**src/rtl/spi_frame_scheduler.sv**
```systemverilog
// spi_frame_scheduler
//   Takes each completed 10-byte SPI frame and checks its header, sequence and
//   (optionally) checksum. The newest good frame is held as pending. It is
//   committed to the game-state outputs only on the frame tick, so paddle and
//   ball state never change in the middle of a video frame. The block also runs
//   a link watchdog and keeps saturating good/bad frame counters.
//
//   Build option: define FRAME_CHECKSUM_EN to require
//   byte 9 == XOR of bytes 0..8. Without it, byte 9 is ignored.
//
// Ports
//   sys_clk_i      system clock, rising edge
//   rst_i          asynchronous reset, active high
//   frame_i        frame bytes 0..9, stable while frame_ready_i is high
//   frame_ready_i  level, high once the whole frame has been received
//   frame_tick_i   one-cycle pulse at the start of vertical blank
//   payload_o      committed frame bytes 2..8
//   seq_o          committed sequence byte (frame byte 1)
//   commit_o       one-cycle pulse; payload_o/seq_o change in the same cycle
//   link_up_o      a commit happened within the last TIMEOUT_TICKS ticks
//   good_cnt_o     accepted frames, saturating
//   bad_cnt_o      rejected frames (header/checksum), saturating
//
// Capture FSM
//   state     | meaning
//   S_IDLE    | waiting for a rising edge of frame_ready_i
//   S_CAPTURE | copying frame_i into the shadow buffer
//   S_CHECK   | classifying the shadow buffer as bad / duplicate / good
module spi_frame_scheduler #(
    parameter logic [7:0]  SYNC_BYTE     = 8'hA5,
    parameter int unsigned TIMEOUT_TICKS = 30,
    parameter int unsigned CNT_W         = 16
) (
    input  logic             sys_clk_i,
    input  logic             rst_i,
    input  logic [7:0]       frame_i [0:9],
    input  logic             frame_ready_i,
    input  logic             frame_tick_i,
    output logic [7:0]       payload_o [0:6],
    output logic [7:0]       seq_o,
    output logic             commit_o,
    output logic             link_up_o,
    output logic [CNT_W-1:0] good_cnt_o,
    output logic [CNT_W-1:0] bad_cnt_o
);

    localparam int          TW   = $clog2(TIMEOUT_TICKS + 1);
    localparam logic [TW-1:0] TMAX = TW'(TIMEOUT_TICKS);

    typedef enum logic [1:0] {S_IDLE, S_CAPTURE, S_CHECK} state_t;

    state_t           r_state;
    state_t           w_state_nxt;
    logic             w_do_capture;
    logic             w_do_check;

    logic             r_ready_q;
    logic [7:0]       r_shadow [0:9];
    logic [7:0]       r_pend [0:7];       // [0] = seq, [1..7] = payload
    logic             r_pend_valid;
    logic             r_seq_valid;
    logic [7:0]       r_last_seq;
    logic [CNT_W-1:0] r_good_cnt;
    logic [CNT_W-1:0] r_bad_cnt;
    logic [7:0]       r_payload [0:6];
    logic [7:0]       r_seq;
    logic             r_commit;
    logic [TW-1:0]    r_wd_cnt;
    logic             r_link_up;

    logic             w_ready_rise;
    logic             w_hdr_ok;
    logic             w_sum_ok;
    logic             w_good;
    logic             w_dup;
    logic             w_accept;
    logic             w_reject;
    logic             w_commit;
    logic [TW-1:0]    w_wd_nxt;

    assign w_ready_rise = frame_ready_i & ~r_ready_q;

    // ---------------- FSM: state register ----------------
    always_ff @(posedge sys_clk_i or posedge rst_i) begin
        if (rst_i) r_state <= S_IDLE;
        else       r_state <= w_state_nxt;
    end

    // ---------------- FSM: next state ----------------
    // A ready edge seen outside S_IDLE is simply not acted on, so that frame is dropped.
    always_comb begin
        w_state_nxt = r_state;
        case (r_state)
            S_IDLE:    if (w_ready_rise) w_state_nxt = S_CAPTURE;
            S_CAPTURE: w_state_nxt = S_CHECK;
            S_CHECK:   w_state_nxt = S_IDLE;
            default:   w_state_nxt = S_IDLE;
        endcase
    end

    // ---------------- FSM: outputs ----------------
    always_comb begin
        w_do_capture = 1'b0;
        w_do_check   = 1'b0;
        case (r_state)
            S_CAPTURE: w_do_capture = 1'b1;
            S_CHECK:   w_do_check   = 1'b1;
            default:   ;
        endcase
    end

    // ---------------- frame classification ----------------
    assign w_hdr_ok = (r_shadow[0] == SYNC_BYTE);

`ifdef FRAME_CHECKSUM_EN
    logic [7:0] w_xor;
    always_comb begin
        w_xor = 8'h00;
        for (int i = 0; i < 9; i++) w_xor = w_xor ^ r_shadow[i];
    end
    assign w_sum_ok = (w_xor == r_shadow[9]);
`else
    assign w_sum_ok = 1'b1;
`endif

    assign w_good   = w_hdr_ok & w_sum_ok;
    assign w_dup    = w_good & r_seq_valid & (r_shadow[1] == r_last_seq);
    assign w_accept = w_do_check & w_good & ~w_dup;
    assign w_reject = w_do_check & ~w_good;
    assign w_commit = frame_tick_i & r_pend_valid;

    // Watchdog counts ticks since the last commit and stops at TIMEOUT_TICKS.
    always_comb begin
        w_wd_nxt = r_wd_cnt;
        if (w_commit)                              w_wd_nxt = '0;
        else if (frame_tick_i && r_wd_cnt != TMAX) w_wd_nxt = r_wd_cnt + TW'(1);
    end

    // ---------------- datapath ----------------
    always_ff @(posedge sys_clk_i or posedge rst_i) begin
        if (rst_i) begin
            r_ready_q    <= 1'b0;
            r_pend_valid <= 1'b0;
            r_seq_valid  <= 1'b0;
            r_last_seq   <= 8'h00;
            r_good_cnt   <= '0;
            r_bad_cnt    <= '0;
            r_seq        <= 8'h00;
            r_commit     <= 1'b0;
            r_wd_cnt     <= TMAX;
            r_link_up    <= 1'b0;
            for (int i = 0; i < 10; i++) r_shadow[i]  <= 8'h00;
            for (int i = 0; i < 8;  i++) r_pend[i]    <= 8'h00;
            for (int i = 0; i < 7;  i++) r_payload[i] <= 8'h00;
        end else begin
            r_ready_q <= frame_ready_i;

            if (w_do_capture) begin
                for (int i = 0; i < 10; i++) r_shadow[i] <= frame_i[i];
            end

            if (w_reject && r_bad_cnt != '1) r_bad_cnt <= r_bad_cnt + CNT_W'(1);

            if (w_accept) begin
                for (int i = 0; i < 8; i++) r_pend[i] <= r_shadow[i+1];
                r_last_seq  <= r_shadow[1];
                r_seq_valid <= 1'b1;
                if (r_good_cnt != '1) r_good_cnt <= r_good_cnt + CNT_W'(1);
            end

            // A commit reads the old pending entry; a same-cycle accept refills it.
            if (w_accept)      r_pend_valid <= 1'b1;
            else if (w_commit) r_pend_valid <= 1'b0;

            r_commit <= w_commit;
            if (w_commit) begin
                r_seq <= r_pend[0];
                for (int i = 0; i < 7; i++) r_payload[i] <= r_pend[i+1];
            end

            r_wd_cnt  <= w_wd_nxt;
            r_link_up <= (w_wd_nxt != TMAX);
        end
    end

    assign payload_o  = r_payload;
    assign seq_o      = r_seq;
    assign commit_o   = r_commit;
    assign link_up_o  = r_link_up;
    assign good_cnt_o = r_good_cnt;
    assign bad_cnt_o  = r_bad_cnt;

endmodule
```
**config.mk**
```make
export PLATFORM = sky130hd
export DESIGN_NAME = spi_frame_scheduler
export DESIGN_NICKNAME = d
export VERILOG_FILES = /design/src/rtl/spi_frame_scheduler.sv
export SDC_FILE = /design/constraint.sdc
export NUM_CORES = 1
export LEC_CHECK = 0
export ABC_CLOCK_PERIOD_IN_PS = 17600
export BUFFER_PORTS_ARGS = -buffer_cell sky130_fd_sc_hd__buf_2
export CAP_MARGIN = 10
export CORE_MARGIN = 4
export CORE_UTILIZATION = 40
export CTS_CLUSTER_SIZE = 14
export DETAILED_ROUTE_END_ITERATION = 6
export GPL_TIMING_DRIVEN = 1
export PLACE_DENSITY = 0.66
export SYNTH_ARGS = -nofsm -noshare
export SYNTH_HDL_FRONTEND = slang
export SYNTH_SLANG_ARGS = --single-unit
export TNS_END_PERCENT = 1
```
**constraint.sdc**
```tcl
create_clock -name sys_clk_i -period 17.6 [get_ports sys_clk_i]
set_input_delay 0.88 -clock sys_clk_i [delete_from_list [all_inputs] [get_ports sys_clk_i]]
set_output_delay 0.88 -clock sys_clk_i [all_outputs]
set_load 0.03 [all_outputs]
```
Word-level counts from Yosys, hierarchy flattened

Index checks and enable logic that the tools add are counted.

Add/sub/neg operators: 3
Equality and inequality tests: 9
Muxes and demuxes: 8
Bitwise operators: 10
Reductions and logical operators: 5

Operator list:

| cell                  | number |
|---|---|
| $add 16x1->16 const B | 2 |
| $ne 16x16->1 const B  | 2 |
| $mux 5                | 2 |
| $ne 5x5->1 const B    | 2 |
| $eq 8x8->1            | 1 |
| $eq 8x8->1 const B    | 1 |
| $and 1x1->1           | 7 |
| $add 5x1->5 const B   | 1 |
| $mux 1                | 4 |
| $pmux 2 s2            | 1 |
| $not 1->1             | 3 |
| $eq 2x1->1 const B    | 1 |
| $eq 2x2->1 const B    | 1 |
| $logic_and 1x1->1     | 2 |
| $logic_not 2->1       | 1 |
| $mux 2                | 1 |
| $ne 2x2->1 const B    | 1 |
| $reduce_and 2->1      | 1 |
| $reduce_bool 2->1     | 1 |

Register bits: 244
Output and inout bits: 98

Logic depth before layout (Yosys ltp)

Gate-level depths: netlist of run 1.

Depth after elaboration: 6
Depth in mapped cells: 7

Worst setup path after synthesis of run 1

OpenSTA, ideal clock, no wires.

Path type: register to register
Start: register r_good_cnt[0], in the netlist good_cnt_o[0]
End: register r_good_cnt[1], in the netlist good_cnt_o[1]
Library setup time: 125 ps
Data arrival time: 1820 ps
Required time: 17475 ps
Slack: 15656 ps
Stages on the path, launching flop included: 7
Buffers on the path: 0
Cell sequence: dfrtp_1 -> ha_1 -> and4_1 -> nor4bb_1 -> nor2_2 -> nand2_1 -> mux2_2

Cells in the longest elaborated chain, start to end: 2

RTL lines:

| what                                                                  | RTL line | source |
|---|---|---|
| start, declared                                                       | 63       | `logic [CNT_W-1:0] r_good_cnt;` |
| start signal, assigned                                                | 168      | `if (r_good_cnt != '1) r_good_cnt <= r_good_cnt + CNT_W'(1);` |
| parallel branches: the longest is 2 deep, another holds $add 16x1->16 | --       |  |

Several ways; the timed one is not identified.
A chain may end at the register's enable or synchronous reset.

Worst setup path in the final report of run 1

Start: register r_state[0]
End: register r_shadow[37] (netlist name)

Cells in the longest elaborated chain, start to end: 2

RTL lines:

| what                   | RTL line | source |
|---|---|---|
| start, declared        | 52       | `state_t r_state;` |
| start signal, assigned | 86       | `else r_state <= w_state_nxt;` |
| $eq 2x1->1             | 105      | `case (r_state)` |
| $mux 1                 | 105      |  |
| end, declared          | 58       | `logic [7:0] r_shadow [0:9];` |

No other way between the ends.

==> results of run 1 <==
through the flow:
stage | setup WS [ps] | util, % | hold WS (ps) | total power, mW
2_1_floorplan | 10030 | - | 383.9 | 0.7637
3_3_place_gp | 14990 | 45.91 | 388.8 | 0.7986
3_5_place_dp | 14990 | 45.91 | 400.1 | 0.8065
4_1_cts | 15080 | 50.01 | 409.1 | 1.414
5_1_grt | 14980 | 50.01 | 424.1 | 1.455
6_report | 15150 | 50.01 | 406.8 | 1.393
routing by layer:
layer | vias up | wire length [µm]
met1 | 3036 | 8708
met3 | 23 | 1197
met4 | 2 | 373
met2 | 135 | 9553
li1 | 2903 | -
met5 | - | 8
kinds of logic (layout without fill, tap and decap cells):
logic type	after synthesis	count (layout)	share of synthesized area [%]
compound gates	15	15	1.211
xor+xnor	39	39	3.554
flops	244	244	63.59
fa+ha+maj	4	4	0.5208
mux	139	139	16.26
buf+inv	40	238	1.940
simple gates	279	279	12.93
flip-flops by register name, summed over array words and instances, names as in the netlist:
name,cells
r_ready_q,1
commit_o,1
r_last_seq,8
link_up_o,1
r_pend,56
r_seq_valid,1
bad_cnt_o,16
good_cnt_o,16
r_wd_cnt,5
payload_o,56
seq_o,8
r_pend_valid,1
r_state,2
r_shadow,72
worst max path at each step:
| stage | from | to | slack (ps) |
|---|---|---|---|
| after global routing | r_state[1] | r_shadow[33] | 14980 |
| after CTS | r_state[1] | r_shadow[33] | 15080 |
| after detailed placement | frame_tick_i | link_up_o | 14990 |
| after floorplan | rst_i | bad_cnt_o[0] | 10030 |
| after global placement | frame_tick_i | link_up_o | 14990 |
| final | r_state[0] | r_shadow[37] | 15150 |
synthesized netlist by cell type (all sizes together) (4+ instances only):
cell type | number | area share, %
dfrtp | 240 | 62
nor2 | 7 | 0.30
ha | 4 | 0.52
clkbuf | 15 | 0.59
a21oi | 6 | 0.35
xor2 | 5 | 0.46
and2 | 4 | 0.26
nand4 | 14 | 0.91
mux2 | 137 | 16
nand2 | 210 | 8.2
xnor2 | 34 | 3.1
and4 | 5 | 0.46
buf | 16 | 1.0
nand3 | 14 | 0.73
and3 | 6 | 0.39
dfstp | 4 | 1.1
nor3 | 4 | 0.26
inv | 8 | 0.31
final cells by class:
class	count	area (µm²)	share of cell area, %
clock buffer	37	783.3	6.653
clock inverter	11	180.2	1.530
inverter	9	41.29	0.3507
multi-input combinational	476	3332	28.30
sequential	244	6111	51.91
tap	319	399.1	3.390
timing repair buffer	181	925.9	7.865
report_power, final:
| group | switching [mW] | internal, mW |
|---|---|---|
| logic | 0.0624 | 0.0694 |
| clock network | 0.218 | 0.382 |
| registers | 0.0366 | 0.625 |
| total | 0.317 | 1.08 |
worst max-delay path, delay by kind of cell, from the launching register on:
kind / cells / cell delay, ps
DFF: 1 / 370
and+or+nand+nor: 1 / 870
buffers and inverters: 1 / 650
muxes: 1 / 400
==> results.py, run 1 <==
metrics = {
    "timing": {
        "grt_setup_unrepaired": "no",
        "finalHoldViolations": 0,
        "period_share_pct": 13.91,
        "setup_viol": 0,
        "fin_crit_ps": 2448,
        "fmax_ghz": 0.4085,
        "tightest_slew_ps": 1071,
        "drv_slew": 0,
        "skew_ps": 21.07,
        "maxSlewHeadroom_pct": 28.47,
        "setup_tns_ps": 0,
    },
    "critical_path": {
        "r2r-start": "r_state[0]",
        "crit_chain": "nor2b_4 > buf_4 > mux2_2",
        "startpoint_type": "flip-flop",
        "path_class": "reg -> reg",
        "reg2reg_slack_ps": 15150,
        "r2r-end": "r_shadow[37]",
        "r2r_cells": 3,
        "crit_slowest_cell": "nor2b_4",
        "arrival_ps": 2840,
        "critPathMaxFanout": 41,
        "cp_data_required_time_ps": 17990,
        "worstSetupEndpointType": "flip-flop",
        "slowest_delay_ps": 870,
    },
    "floorplan": {
        "dieWidth_um": 163.0,
        "die_h_um": 163.0,
        "start_util_pct": 40.82,
        "rows": 56,
        "core_area_mm2": 0.02354,
        "die_area_mm2": 0.02657,
        "io_pins": 182,
    },
    "global_route": {
        "grtUsageMet3_pct": 3.948,
        "busiest_layer": "met2",
        "grtUsageMet2_pct": 24.72,
        "grt_pass1_vias": 6210,
        "overflow": 0,
        "use_met1_pct": 19.90,
        "grt_max_degree": 103,
        "grtUsageTotal_pct": 14.96,
        "antenna_found_initial": 1,
        "grt_pass1_wl_um": 32580,
    },
    "synth": {
        "ys_ff_latch": 244,
        "yosys_warnings": 0,
        "postSynthCellCount": 760,
        "synthArstFlopShare_pct": 100.0,
        "ys_seq_area_share_pct": 63.59,
        "syn-cell-area_mm2": 0.009610,
        "syn_avg_cell_area_um2": 12.65,
        "syn-num-nets": 848,
        "ys.flop_type": "dfrtp_1",
        "synth_cell_types": 47,
        "synth_edf_count": 0,
    },
    "clock_tree": {
        "cts_tree": "built",
        "cts_resized": 0,
        "cts_root_buf": "clkbuf_16",
        "insertion_delay_ps": 520,
        "numClockSinks": 244,
        "clk_path_buf_depth": 3,
        "cts_buffers": 26,
        "cts_hold_buf": 0,
        "htree_levels": 1,
        "clkSlewWorstSetupHoldPaths_ps": 60,
        "postCtsSetupBuffers": 0,
    },
    "routing": {
        "wire_per_inst_um": 15.54,
        "ant_nets": 0,
        "vias": 6099,
        "via_per_inst": 4.776,
        "drc": 0,
        "firstDrtPassIters": 4,
        "drt_iter0_markers": 344,
        "routed_wl_um": 19840,
    },
    "power_and_ir_drop": {
        "powerDensity_mw_per_mm2": 118.3,
        "p_leak_nw": 6.122,
        "irDropWorstVdd_uv": 71.85,
    },
    "hold_path": {
        "min_from": "r_ready_q",
        "hold_class": "reg -> reg",
        "hold_depth": 1,
        "hold_end": "r_state[0]",
    },
    "cells_and_area": {
        "design_area_mm2": 0.01177,
        "final_common_cell": "dfrtp_1",
        "final_nets": 1026,
        "diodes": 0,
        "stdcell_count": 1277,
        "final_cell_mix": "dfrtp_1 (240), nand2_1 (209), buf_2 (173)",
        "areaGrowthSynthToFinish_pct": 22.50,
        "layout-drive-gt1-share_pct": 39.56,
        "num-fill-cells": 2148,
    },
    "outcome": {
        "status": "finished clean",
    },
    "place": {
        "place_area_mm2": 0.01081,
        "place.gp.congestion": 0.7730,
        "port_buffers": 173,
        "dpl.hpwl_um": 12740,
        "place_inst": 1229,
    },
    "run": {
        "maxCapViolCount": 0,
    },
}
Note: power is estimated with default switching activity, not from simulation.
==> run 2: changes to the inputs <==
--- a/config.mk
+++ b/config.mk
@@ -5,7 +5,8 @@
 export SDC_FILE = /design/constraint.sdc
 export NUM_CORES = 1
 export LEC_CHECK = 0
-export ABC_CLOCK_PERIOD_IN_PS = 17600
+export ABC_AREA = 1
+export ABC_CLOCK_PERIOD_IN_PS = 2520
 export BUFFER_PORTS_ARGS = -buffer_cell sky130_fd_sc_hd__buf_2
 export CAP_MARGIN = 10
 export CORE_MARGIN = 4
@@ -13,7 +14,7 @@
 export CTS_CLUSTER_SIZE = 14
 export DETAILED_ROUTE_END_ITERATION = 6
 export GPL_TIMING_DRIVEN = 1
-export PLACE_DENSITY = 0.66
+export PLACE_DENSITY = 0.65
 export SYNTH_ARGS = -nofsm -noshare
 export SYNTH_HDL_FRONTEND = slang
 export SYNTH_SLANG_ARGS = --single-unit
==> constraint.sdc (replaced) <==
create_clock -name sys_clk_i -period 2.52 [get_ports sys_clk_i]
set_input_delay 0.126 -clock sys_clk_i [delete_from_list [all_inputs] [get_ports sys_clk_i]]
set_output_delay 0.126 -clock sys_clk_i [all_outputs]
set_load 0.03 [all_outputs]
==> results.py, run 2 <==
metrics = {
    "synth": {
        "synth_top_area_share_pct": 58.56,
        "synth_cell_types": 29,
        "synth_area_leaders": "dfrtp_1 (59%), nand2_1 (24%), nand3_1 (3.7%)",
        "syn-num-nets": 1298,
        "yosys_warnings": 0,
        "synthArstFlopShare_pct": 100.0,
        "postSynthCellCount": 1210,
        "synth_edf_count": 0,
        "synth.largest_area_cell": "dfrtp_1",
        "syn-cell-area_mm2": 0.01026,
        "ys.flop_type": "dfrtp_1",
        "yosysMostFrequentCell": "nand2_1",
        "ys_ff_latch": 244,
        "synth_common_cells": "nand2_1 (647), dfrtp_1 (240), nand3_1 (76)",
        "ys_seq_area_share_pct": 59.58,
        "syn_avg_cell_area_um2": 8.476,
    },
    "critical_path": {
        "slowest_delay_ps": 450,
        "r2r_cells": 8,
        "startpoint_type": "flip-flop",
        "worstSetupEndpointType": "flip-flop",
        "r2r-start": "r_shadow[67]",
        "arrival_ps": 2570,
        "path_class": "reg -> reg",
        "path_buf_inv": 2,
        "critPathMaxFanout": 46,
        "crit_slowest_cell": "buf_4",
        "reg2reg_slack_ps": 410,
        "critPathTopFamily": "simple AND/OR/NAND/NOR gates",
        "r2r-end": "r_pend[43]",
        "cp_data_required_time_ps": 2990,
        "crit_chain": "inv_1 > nor2_1 > nor3_1 > nand3_4 > nand2_2 > buf_4 > nand2_1 > nand2_1",
        "crit_top_cell": "nand2_1",
    },
    "timing": {
        "tightest_slew_ps": 730.5,
        "skew_ps": 10.19,
        "maxSlewHeadroom_pct": 51.30,
        "fin_crit_ps": 2107,
        "setup_viol": 0,
        "period_share_pct": 83.62,
        "fmax_ghz": 0.4745,
        "finalHoldViolations": 0,
        "grt_setup_unrepaired": "no",
        "drv_slew": 0,
    },
    "floorplan": {
        "die_area_mm2": 0.02827,
        "dieWidth_um": 168.1,
        "rows": 58,
        "die_h_um": 168.1,
        "io_pins": 182,
        "core_area_mm2": 0.02518,
        "start_util_pct": 40.73,
    },
    "cells_and_area": {
        "areaGrowthSynthToFinish_pct": 27.36,
        "multi_input_area_mm2": 0.003671,
        "layout-drive-gt1-share_pct": 17.47,
        "regMostFlops": "r_shadow",
        "largest_reg_flops": 72,
        "num-fill-cells": 2302,
        "diodes": 0,
        "finish.utilization_pct": 51.87,
        "final_nets": 1536,
        "final_cell_mix": "nand2_1 (646), dfrtp_1 (240), buf_2 (173)",
        "final_common_cell": "nand2_1",
        "final-seq-area_mm2": 0.006111,
    },
    "clock_tree": {
        "numClockSinks": 244,
        "cts_hold_buf": 75,
        "cts_buffers": 27,
        "cts_root_buf": "clkbuf_16",
        "cts_resized": 0,
        "htree_levels": 1,
        "insertion_delay_ps": 530,
        "postCtsSetupBuffers": 0,
        "clkSlewWorstSetupHoldPaths_ps": 60,
        "cts_tree": "built",
        "clk_path_buf_depth": 3,
    },
    "outcome": {
        "status": "finished clean",
    },
    "routing": {
        "wire_per_inst_um": 14.71,
        "vias": 8569,
        "drt_iter0_markers": 637,
        "drc": 0,
        "routed_wl_um": 26410,
        "firstDrtPassIters": 5,
        "via_per_inst": 4.774,
        "ant_nets": 0,
    },
    "power_and_ir_drop": {
        "total_power_mw": 9.362,
        "powerDensity_mw_per_mm2": 716.7,
        "irDropWorstVdd_uv": 443.9,
        "p_leak_nw": 7.303,
    },
    "place": {
        "place.gp.congestion": 0.8143,
        "port_buffers": 173,
        "dpl.hpwl_um": 16100,
    },
    "global_route": {
        "antenna_found_initial": 1,
        "busiest_layer": "met2",
        "grt_pass1_wl_um": 44440,
        "grt_pass1_vias": 8585,
        "grtUsageTotal_pct": 18.81,
        "grtUsageMet2_pct": 31.74,
        "grtUsageMet3_pct": 2.747,
        "overflow": 0,
        "use_met1_pct": 25.62,
        "grt_max_degree": 86,
    },
    "run": {
        "maxCapViolCount": 0,
    },
    "hold_path": {
        "hold_class": "in -> async",
    },
}
[run 2: cell types whose count changed in the layout (fill, tap and decap cells not counted), sizes merged, moves of 9 or more]
cell,previous run,this run
nand2,210,648
mux2,137,0
dlygate4sd3,0,75
nand3,14,80
inv,9,56
o21ai,1,34
nor2,7,31
xnor2,34,13
nand4,14,26
buf,181,190
[run 2: final cells by class]
class	instances	area share [%]
clock buffer	39	6.054
inverter	56	1.638
timing repair buffer	265	13.74
sequential	244	46.78
multi-input combinational	854	28.10
clock inverter	7	0.5268
tap	330	3.161
[run 2: cells by family after synthesis]
logic type	Yosys count	share of synthesized area, %
adder cells (fa/ha/maj)	4	0.4880
flip-flops	244	59.58
AND/OR/NAND/NOR	793	31.51
buffers and inverters	112	4.892
AO/OA/AOI/OAI	38	1.903
XOR/XNOR	19	1.623
[run 2: worst register-to-register path: stages (launching register included)]
cell	delay (ps)
dfrtp_1	360
inv_1	100
nor2_1	60
nor3_1	340
nand3_4	340
nand2_2	160
buf_4	450
nand2_1	170
nand2_1	80
[run 2: per-stage QoR]
step | worst slack (ps) | hold slack (ps) | cells | area [µm²] | setup TNS [ps]
after floorplan | -806.5 | 157.4 | 1210 | 10260 | -193560
after detailed placement | 372.7 | 165.4 | 1674 | 11450 | 0
after global placement | 453.7 | 165.2 | 1674 | 11450 | 0
after global routing | 171.1 | 220.6 | 1795 | 13060 | 0
after CTS | 359.1 | 147.3 | 1795 | 13060 | 0
final | 412.7 | 186.9 | 1795 | 13060 | 0
[run 2: layer usage]
| metal | vias up | wire (µm) |
|---|---|---|
| li1 | 4247 | - |
| met1 | 4082 | 11870 |
| met2 | 191 | 12660 |
| met3 | 47 | 1203 |
| met4 | 2 | 664 |
| met5 | - | 7 |
[run 2: how the worst max path moves through the flow]
stage          slack, ps  cells after the start    startpoint       endpoint
2_1_floorplan       -810                      1         rst_i   bad_cnt_o[0]
3_3_place_gp         450                      7  r_shadow[67]  r_last_seq[2]
3_5_place_dp         370                      7  r_shadow[67]  r_last_seq[2]
4_1_cts              360                      7  r_shadow[67]  r_last_seq[2]
5_1_grt              170                      7  r_shadow[67]  r_last_seq[7]
6_report             410                      8  r_shadow[67]     r_pend[43]
[run 2: report_power, final]
| group | internal [mW] | leakage [nW] | switching, mW | total [mW] |
|---|---|---|---|---|
| Sequential | 4.31 | 3.26 | 0.242 | 4.55 |
| Combinational | 0.410 | 3.63 | 0.614 | 1.02 |
| Clock | 2.26 | 0.420 | 1.53 | 3.79 |
| Total | 6.98 | 7.30 | 2.38 | 9.36 |
